[src/rtl/hazard_stall_ctrl.sv]
// Pipeline interlock for the 5-stage core: holds or flushes stages when forwarding cannot supply an operand.
// Latency: outputs are combinational from state and current inputs; state, counters and timeout flag are registered.
// Backpressure: a memory wait freezes PC..EX/MEM and bubbles WB; a load-use match holds PC/IF and bubbles EX for one cycle.
//
// Ports:
//   clk, rst                           rising-edge clock, synchronous active-high reset
//   MemRead_EXE, Rt_EXE                load in EXE and its destination register
//   Rs_ID, Rt_ID, UsesRt_ID            source registers of the ID instruction
//   BranchTaken_EXE                    branch/jump in EXE resolved taken
//   MemReq_MEM, MemReady_MEM           data-memory handshake of the MEM stage
//   PCWrite .. MEMWB_Flush             per-stage write enables and flushes
//   stall_cycles                       saturating count of cycles with PCWrite=0
//   mem_timeout                        sticky: a memory wait reached MAX_MEM_WAIT cycles
//   state                              0=RUN 1=LOAD_STALL 2=MEM_WAIT
module hazard_stall_ctrl #(
  parameter int CNT_W        = 16,
  parameter int MAX_MEM_WAIT = 255
) (
  input  logic             clk,
  input  logic             rst,
  input  logic             MemRead_EXE,
  input  logic [4:0]       Rt_EXE,
  input  logic [4:0]       Rs_ID,
  input  logic [4:0]       Rt_ID,
  input  logic             UsesRt_ID,
  input  logic             BranchTaken_EXE,
  input  logic             MemReq_MEM,
  input  logic             MemReady_MEM,
  output logic             PCWrite,
  output logic             IFID_Write,
  output logic             IFID_Flush,
  output logic             IDEX_Write,
  output logic             IDEX_Flush,
  output logic             EXMEM_Write,
  output logic             MEMWB_Flush,
  output logic [CNT_W-1:0] stall_cycles,
  output logic             mem_timeout,
  output logic [1:0]       state
);

  localparam int WAIT_W = $clog2(MAX_MEM_WAIT + 1);
  localparam logic [WAIT_W-1:0] WAIT_MAX = WAIT_W'(MAX_MEM_WAIT);

  typedef enum logic [1:0] {
    RUN        = 2'd0,
    LOAD_STALL = 2'd1,
    MEM_WAIT   = 2'd2
  } state_t;

  state_t             state_q, state_d;
  logic [WAIT_W-1:0]  wait_cnt_q, wait_cnt_d;
  logic [CNT_W-1:0]   stall_cnt_q, stall_cnt_d;
  logic               timeout_q, timeout_d;

  logic memwait;
  logic load_use;

  assign memwait  = MemReq_MEM & ~MemReady_MEM;
  // Register $0 is hardwired to zero, so a load targeting it never creates a dependency.
  assign load_use = MemRead_EXE & (Rt_EXE != 5'd0) &
                    ((Rt_EXE == Rs_ID) | (UsesRt_ID & (Rt_EXE == Rt_ID)));

  always_comb begin
    PCWrite     = 1'b1;
    IFID_Write  = 1'b1;
    IFID_Flush  = 1'b0;
    IDEX_Write  = 1'b1;
    IDEX_Flush  = 1'b0;
    EXMEM_Write = 1'b1;
    MEMWB_Flush = 1'b0;
    state_d     = RUN;
    wait_cnt_d  = '0;
    stall_cnt_d = stall_cnt_q;
    timeout_d   = timeout_q;

    if (!rst) begin
      if (memwait) begin
        // Freeze everything upstream of MEM and feed bubbles into WB until memory answers.
        PCWrite     = 1'b0;
        IFID_Write  = 1'b0;
        IDEX_Write  = 1'b0;
        EXMEM_Write = 1'b0;
        MEMWB_Flush = 1'b1;
        state_d     = MEM_WAIT;
        wait_cnt_d  = (wait_cnt_q == WAIT_MAX) ? wait_cnt_q : wait_cnt_q + WAIT_W'(1);
        if (wait_cnt_d == WAIT_MAX) begin
          timeout_d = 1'b1;
        end
      end else if (BranchTaken_EXE) begin
        // Wrong-path instructions in IF/ID and ID/EX are discarded; a pending load-use is moot.
        IFID_Flush = 1'b1;
        IDEX_Flush = 1'b1;
      end else if (load_use && state_q != LOAD_STALL) begin
        // One bubble is enough: after it the loaded value is forwarded from MEM/WB.
        PCWrite    = 1'b0;
        IFID_Write = 1'b0;
        IDEX_Flush = 1'b1;
        state_d    = LOAD_STALL;
      end

      if (!PCWrite && stall_cnt_q != '1) begin
        stall_cnt_d = stall_cnt_q + CNT_W'(1);
      end
    end
  end

  always_ff @(posedge clk) begin
    if (rst) begin
      state_q     <= RUN;
      wait_cnt_q  <= '0;
      stall_cnt_q <= '0;
      timeout_q   <= 1'b0;
    end else begin
      state_q     <= state_d;
      wait_cnt_q  <= wait_cnt_d;
      stall_cnt_q <= stall_cnt_d;
      timeout_q   <= timeout_d;
    end
  end

  assign stall_cycles = stall_cnt_q;
  assign mem_timeout  = timeout_q;
  assign state        = state_q;

endmodule
[config.mk]
export PLATFORM = sky130hd
export DESIGN_NAME = hazard_stall_ctrl
export DESIGN_NICKNAME = d
export VERILOG_FILES = /design/src/rtl/hazard_stall_ctrl.sv
export SDC_FILE = /design/constraint.sdc
export NUM_CORES = 1
export LEC_CHECK = 0
export CORE_MARGIN = 1.5
export CORE_UTILIZATION = 30
export DETAILED_ROUTE_END_ITERATION = 8
export PLACE_DENSITY = 0.62
export SLEW_MARGIN = 20
export SYNTH_ARGS = -nofsm -noshare
export SYNTH_HDL_FRONTEND = slang
export SYNTH_SLANG_ARGS = --single-unit
[constraint.sdc]
create_clock -name clk -period 6.68 [get_ports clk]
set_input_delay 1.67 -clock clk [delete_from_list [all_inputs] [get_ports clk]]
set_output_delay 1.67 -clock clk [all_outputs]
set_load 0.005 [all_outputs]
==> results.py, run 1 <==
metrics = {
    "route": {
        "initialDrtViolationCount": 102,
        "num_vias": 1485,
        "ant_nets": 0,
        "wire_per_inst_microns": 11.6,
        "wirelength_microns": 3440,
        "dr.pass1.iters": 4,
        "route.detailed.drc": 0,
        "via_per_inst": 5.02,
    },
    "power": {
        "ir_worst_vdd_mv": 0.0769,
        "power_frac_comb_pct": 14.1,
        "power.leakage_uw": 0.000677,
        "internal_power_uw": 232,
        "power.density_mw_per_mm2": 146,
        "seq_power_share_pct": 53.5,
        "switching_power_uw": 75.2,
        "switching_share_pct": 24.5,
        "p_clk_share_pct": 32.4,
    },
    "synth": {
        "ys_warn_count": 0,
        "synth_area_per_cell_sq_um": 8.38,
        "async_flop_share_pct": 0,
        "synthFlopType": "dfxtp_1",
        "synth-seq-cells": 27,
        "syn_nets": 209,
        "ys_seq_area_share_pct": 34.9,
        "yosysUniqueCellTypes": 41,
        "synth_area_sq_mm": 0.00155,
        "synth_edf_count": 0,
        "synth_cells": 185,
    },
    "critical_path": {
        "cp.arrival_ns": 3.88,
        "reg2reg_depth": 7,
        "timing.rr.start": "stall_cycles[0]",
        "r2r_slack_ns": 4.20,
        "startpoint_type": "primary input",
        "reg2reg_to": "stall_cycles[1]",
        "path_max_fanout": 8,
        "cp.required_ns": 5.01,
        "path_class": "primary input to output pin",
        "cp-end-kind": "output pin",
    },
    "place": {
        "placedCellCount": 292,
        "portBuffers": 47,
        "place_congestion": 0.804,
        "post-dp-hpwl_microns": 2610,
    },
    "clock_tree": {
        "clockBufferDepth": 2,
        "ctsResizeCount": 0,
        "cts_hold_buf": 0,
        "clkSinkCount": 27,
        "cts_root_buf": "clkbuf_8",
        "numCtsBuffers": 3,
        "htreeDepth": 1,
        "worstSkewPairLatency_ns": 0.28,
        "clk_pin_slew_worst_paths_ns": 0.11,
        "cts_tree": "yes",
        "cts_setup_buffers": 0,
    },
    "timing": {
        "setup-violations-final": 0,
        "finalCriticalPeriod_ns": 5.55,
        "slew_headroom_pct": 41.2,
        "skew_ns": 0.00906,
        "max_freq_mhz": 180,
        "period_share_pct": 83.1,
        "fin_tns_setup_ns": 0,
        "hold_viol": 0,
        "rsz0062_at_grt": "false",
        "slew_violations": 0,
        "worst_pin_slew_ns": 0.882,
    },
    "final_layout": {
        "layout_commonest_cell": "clkdlybuf4s50_1",
        "antennaDiodeCount": 0,
        "n_fill_cell": 507,
        "final_cell_mix": "clkdlybuf4s50_1 (47), dfxtp_1 (27), a21oi_1 (17), nand2_1 (14), or3_1 (14)",
        "syn_to_final_growth_pct": 35.5,
        "layout-drive-gt1-share_pct": 6.11,
        "nets": 254,
        "fin_cells": 296,
    },
    "die": {
        "die-area_sq_mm": 0.00561,
        "initial_core_util_pct": 32.0,
        "io_pins": 48,
        "rows": 25,
        "die-width_microns": 74.9,
        "fp.dieH_microns": 74.9,
        "coreArea_sq_mm": 0.00485,
    },
    "grt": {
        "grt-ovfl-total": 0,
        "track_usage_pct": 12.9,
        "antenna_found_initial": 0,
        "grt_max_degree": 23,
        "grt_first_pass_wirelength_microns": 5730,
        "first_global_vias": 1264,
    },
    "hold_path": {
        "min_to": "mem_timeout",
        "hold_class": "flip-flop to flip-flop",
        "whs_path_depth": 2,
        "worstHoldStart": "mem_timeout",
    },
    "status": {
        "outcome": "completed",
    },
    "run": {
        "maxCapViolCount": 0,
    },
}
## worst max-delay path by stage
stage               startpoint         end  slack [ns]  cells past startpoint
global route         Rt_EXE[1]  IFID_Write        0.98                      7
CTS                  Rt_EXE[1]     PCWrite        1.11                      7
floorplan            Rt_EXE[1]     PCWrite        2.08                      6
global placement     Rt_EXE[1]  IFID_Write        1.12                      7
finish               Rt_EXE[1]     PCWrite        1.13                      7
detailed placement   Rt_EXE[1]     PCWrite        1.11                      7
## layer usage
metal	vias up	share of wire [%]	global-route usage (%)
met5	-	0	0
met4	0	0.23	3.23
met3	2	7.1	3.21
met2	55	42	18.3
met1	668	50	19.5
li1	760	-	-
## flip-flops by register name, summed over array words and instances, names as in the netlist
signal,cells
mem_timeout,1
state,2
wait_cnt_q,8
stall_cycles,16
## final cells by class
| cell class | count | area (sq um) | share of cell area [%] |
|---|---|---|---|
| clock buffer | 3 | 41.3 | 1.97 |
| clock inverter | 1 | 8.76 | 0.417 |
| inverter | 8 | 30.0 | 1.43 |
| timing repair buffer | 48 | 478 | 22.8 |
| multi-input combinational | 142 | 918 | 43.7 |
| tap | 67 | 83.8 | 3.99 |
| sequential | 27 | 541 | 25.7 |
## cells by family (layout without fill, tap and decap cells)
| family | Yosys count | after routing | share of synthesized area, % |
|---|---|---|---|
| fa+ha+maj | 2 | 2 | 1.61 |
| compound gates | 43 | 43 | 18.1 |
| flops | 27 | 27 | 34.9 |
| xor+xnor | 14 | 14 | 7.91 |
| simple gates | 80 | 80 | 29.6 |
| mux | 3 | 3 | 2.02 |
| buf+inv | 16 | 60 | 5.89 |
## worst max-delay path, stage by stage
cell	delay [ns]
clkdlybuf4s50_1	0.47
or4_4	0.57
o221ai_4	0.20
nor2_1	0.10
a21oi_4	0.23
or2_2	0.15
clkdlybuf4s50_1	0.49
## cells in the mapped netlist (2+ instances only)
cell type	number	area (sq um)
buf_4	2	15.0
inv_1	8	30.0
or3_1	14	87.6
o31ai_1	2	15.0
nor3_1	5	25.0
and2_1	2	12.5
or2_2	2	12.5
and4_1	3	26.3
nand3_1	9	45.0
clkbuf_1	4	15.0
nand2b_1	3	18.8
mux2i_1	2	20.0
o21ai_0	3	15.0
xnor2_1	12	105
nor2b_1	2	12.5
o22ai_1	2	12.5
a31oi_1	3	18.8
dfxtp_1	27	541
nand2_1	14	52.6
nor2_1	10	37.5
xor2_1	2	17.5
or4_1	2	15.0
ha_1	2	25.0
nand4_1	8	50.1
o21ai_1	10	50.1
a21oi_1	17	85.1
## through the flow
step | hold WS [ns] | area, sq um | setup WS [ns] | power, uW | util (%)
after floorplan | 0.465 | 1550 | 2.08 | 190 | -
final | 0.477 | 2100 | 1.13 | 307 | 43.3
after detailed placement | 0.472 | 2050 | 1.11 | 212 | 42.3
after global placement | 0.461 | 2050 | 1.12 | 211 | 42.3
after global routing | 0.519 | 2100 | 0.979 | 324 | 43.3
after CTS | 0.489 | 2100 | 1.11 | 313 | 43.3
## power groups by stage
stage / clock network (uW) / logic [uW] / registers [uW]
floorplan: 0 / 22.4 / 168
detailed placement: 0 / 43.6 / 168
global route: 111 / 48.1 / 165
global placement: 0 / 43.4 / 168
finish: 99.4 / 43.2 / 164
CTS: 105 / 43.8 / 164
(Power assumes the default switching activity.)
==> run 2, diff against run 1 <==
- PLACE_DENSITY: 0.62 -> 0.64
- clock period: 6.68 -> 4.6 ns (I/O delays scaled with it)
==> run 2 against run 1 <==
Compared with the run above:
- first-iteration DRC count down 32%
- non-clock buffer count increased by 2
- sequential cell count did not move
- die area unchanged
- global-route usage about the same
- clock skew about the same
- wire length rose by 2.0%
- core utilization increased by 0.28 points
- sequential power grew 46%
- power rose by 45%
- sequential share of layout area decreased by 0.17 points
==> results.py, run 2 (synthesis results as in run 1) <==
metrics = {
    "critical_path": {
        "path_max_fanout": 3,
        "crit_path_max_incr_delay_ns": 0.57,
        "reg2reg_depth": 7,
        "path_class": "primary input to output pin",
        "cp-end-kind": "output pin",
        "cp_cell_sequence": "clkdlybuf4s50_1 > or4_4 > o221ai_4 > nor2_1 > a21oi_4 > or2_2 > clkdlybuf4s50_1",
        "cp.arrival_ns": 3.27,
        "cp.required_ns": 3.45,
        "critical_path.slowest_cell": "or4_4",
        "worst_path_most_repeated_cell": "clkdlybuf4s50_1",
        "startpoint_type": "primary input",
    },
    "final_layout": {
        "layout-drive-gt1-share_pct": 6.93,
        "n_fill_cell": 483,
        "nets": 256,
        "layout_commonest_cell": "clkdlybuf4s50_1",
        "largest_reg_flops": 16,
        "fin_util_pct": 43.6,
        "final_cell_mix": "clkdlybuf4s50_1 (47), dfxtp_1 (27), a21oi_1 (17), nand2_1 (14), or3_1 (14)",
        "antennaDiodeCount": 0,
        "syn_to_final_growth_pct": 36.4,
    },
    "run": {
        "maxCapViolCount": 0,
    },
    "timing": {
        "hold_viol": 0,
        "slew_headroom_pct": 41.9,
        "period_share_pct": 96.2,
        "setup-violations-final": 0,
        "max_freq_mhz": 226,
        "finalCriticalPeriod_ns": 4.42,
        "skew_ns": 0.00901,
        "fin_tns_setup_ns": 0,
        "rsz0062_at_grt": "false",
        "slew_violations": 0,
        "worst_pin_slew_ns": 0.872,
    },
    "route": {
        "wirelength_microns": 3510,
        "num_vias": 1464,
        "dr.pass1.iters": 4,
        "initialDrtViolationCount": 69,
        "wire_per_inst_microns": 11.8,
        "route.detailed.drc": 0,
        "via_per_inst": 4.91,
        "ant_nets": 0,
    },
    "power": {
        "power.density_mw_per_mm2": 210,
        "ir_worst_vdd_mv": 0.148,
        "power.leakage_uw": 0.000681,
    },
    "place": {
        "portBuffers": 47,
        "place_congestion": 0.800,
        "post-dp-hpwl_microns": 2640,
    },
    "grt": {
        "grt-ovfl-total": 0,
        "first_global_vias": 1277,
        "grt_first_pass_wirelength_microns": 5750,
        "antenna_found_initial": 0,
        "grt_max_degree": 23,
        "track_usage_pct": 12.9,
    },
    "clock_tree": {
        "cts_root_buf": "clkbuf_8",
        "cts_tree": "yes",
        "clockBufferDepth": 2,
        "clkSinkCount": 27,
        "cts_setup_buffers": 0,
        "worstSkewPairLatency_ns": 0.28,
        "cts_hold_buf": 0,
        "htreeDepth": 1,
        "numCtsBuffers": 3,
        "ctsResizeCount": 0,
        "clk_pin_slew_worst_paths_ns": 0.09,
    },
    "die": {
        "die-width_microns": 74.9,
        "coreArea_sq_mm": 0.00485,
        "die-area_sq_mm": 0.00561,
        "fp.dieH_microns": 74.9,
        "rows": 25,
        "io_pins": 48,
        "initial_core_util_pct": 32.0,
    },
    "status": {
        "outcome": "completed",
    },
    "hold_path": {
        "hold_class": "flip-flop to flip-flop",
        "whs_path_depth": 2,
    },
}
run 2: changes by cell type in the layout (fill, tap and decap cells not counted):
cell,before,now
buf_4,1,3
inv_6,1,0
clkinvlp_4,0,1
run 2: where the power goes:
group | total (uW) | internal (uW) | switching [uW]
registers | 239 | 236 | 3.23
clock network | 141 | 61.6 | 79.7
logic | 64.4 | 38.2 | 26.2
total | 445 | 336 | 109
run 2: worst max-delay path, delay by kind of cell:
kind                   cells  cell delay, ns
buffers and inverters      2            0.97
and+or+nand+nor            3            0.80
AOI/OAI and AO/OA          2            0.35
run 2: final timing paths:
| path | startpoint | end | slack (ns) |
|---|---|---|---|
| setup / recovery | Rt_EXE[1] | IFID_Write | 0.18 |
| setup reg to reg | stall_cycles[0] | stall_cycles[1] | 2.07 |
| hold / removal | mem_timeout | mem_timeout | 0.49 |
| hold reg to reg | mem_timeout | mem_timeout | 0.49 |
run 2: area by class of cell:
type | count | area (sq um) | area share (%)
clock buffer | 3 | 41.3 | 1.95
clock inverter | 1 | 7.51 | 0.355
inverter | 8 | 30.0 | 1.42
multi-input combinational | 142 | 918 | 43.4
sequential | 27 | 541 | 25.6
tap | 67 | 83.8 | 3.96
timing repair buffer | 50 | 493 | 23.3
run 2: routing by layer:
layer  vias to the layer above  share of wire, %  track usage (%)
li1                        766                 -                -
met1                       658                49             18.1
met4                         0              0.51             1.82
met5                         -                 0                0
met3                         2               5.0             3.21
met2                        38                45             20.6
run 2: per-stage QoR:
| stage | setup WS (ns) | hold WS (ns) | instance area [sq um] | instances | total power (uW) |
|---|---|---|---|---|---|
| floorplan | 1.04 | 0.465 | 1550 | 185 | 276 |
| global placement | 0.187 | 0.472 | 2070 | 294 | 309 |
| detailed placement | 0.165 | 0.468 | 2070 | 294 | 309 |
| CTS | 0.163 | 0.485 | 2110 | 298 | 449 |
| global route | 0.0787 | 0.518 | 2110 | 298 | 464 |
| finish | 0.176 | 0.487 | 2110 | 298 | 445 |
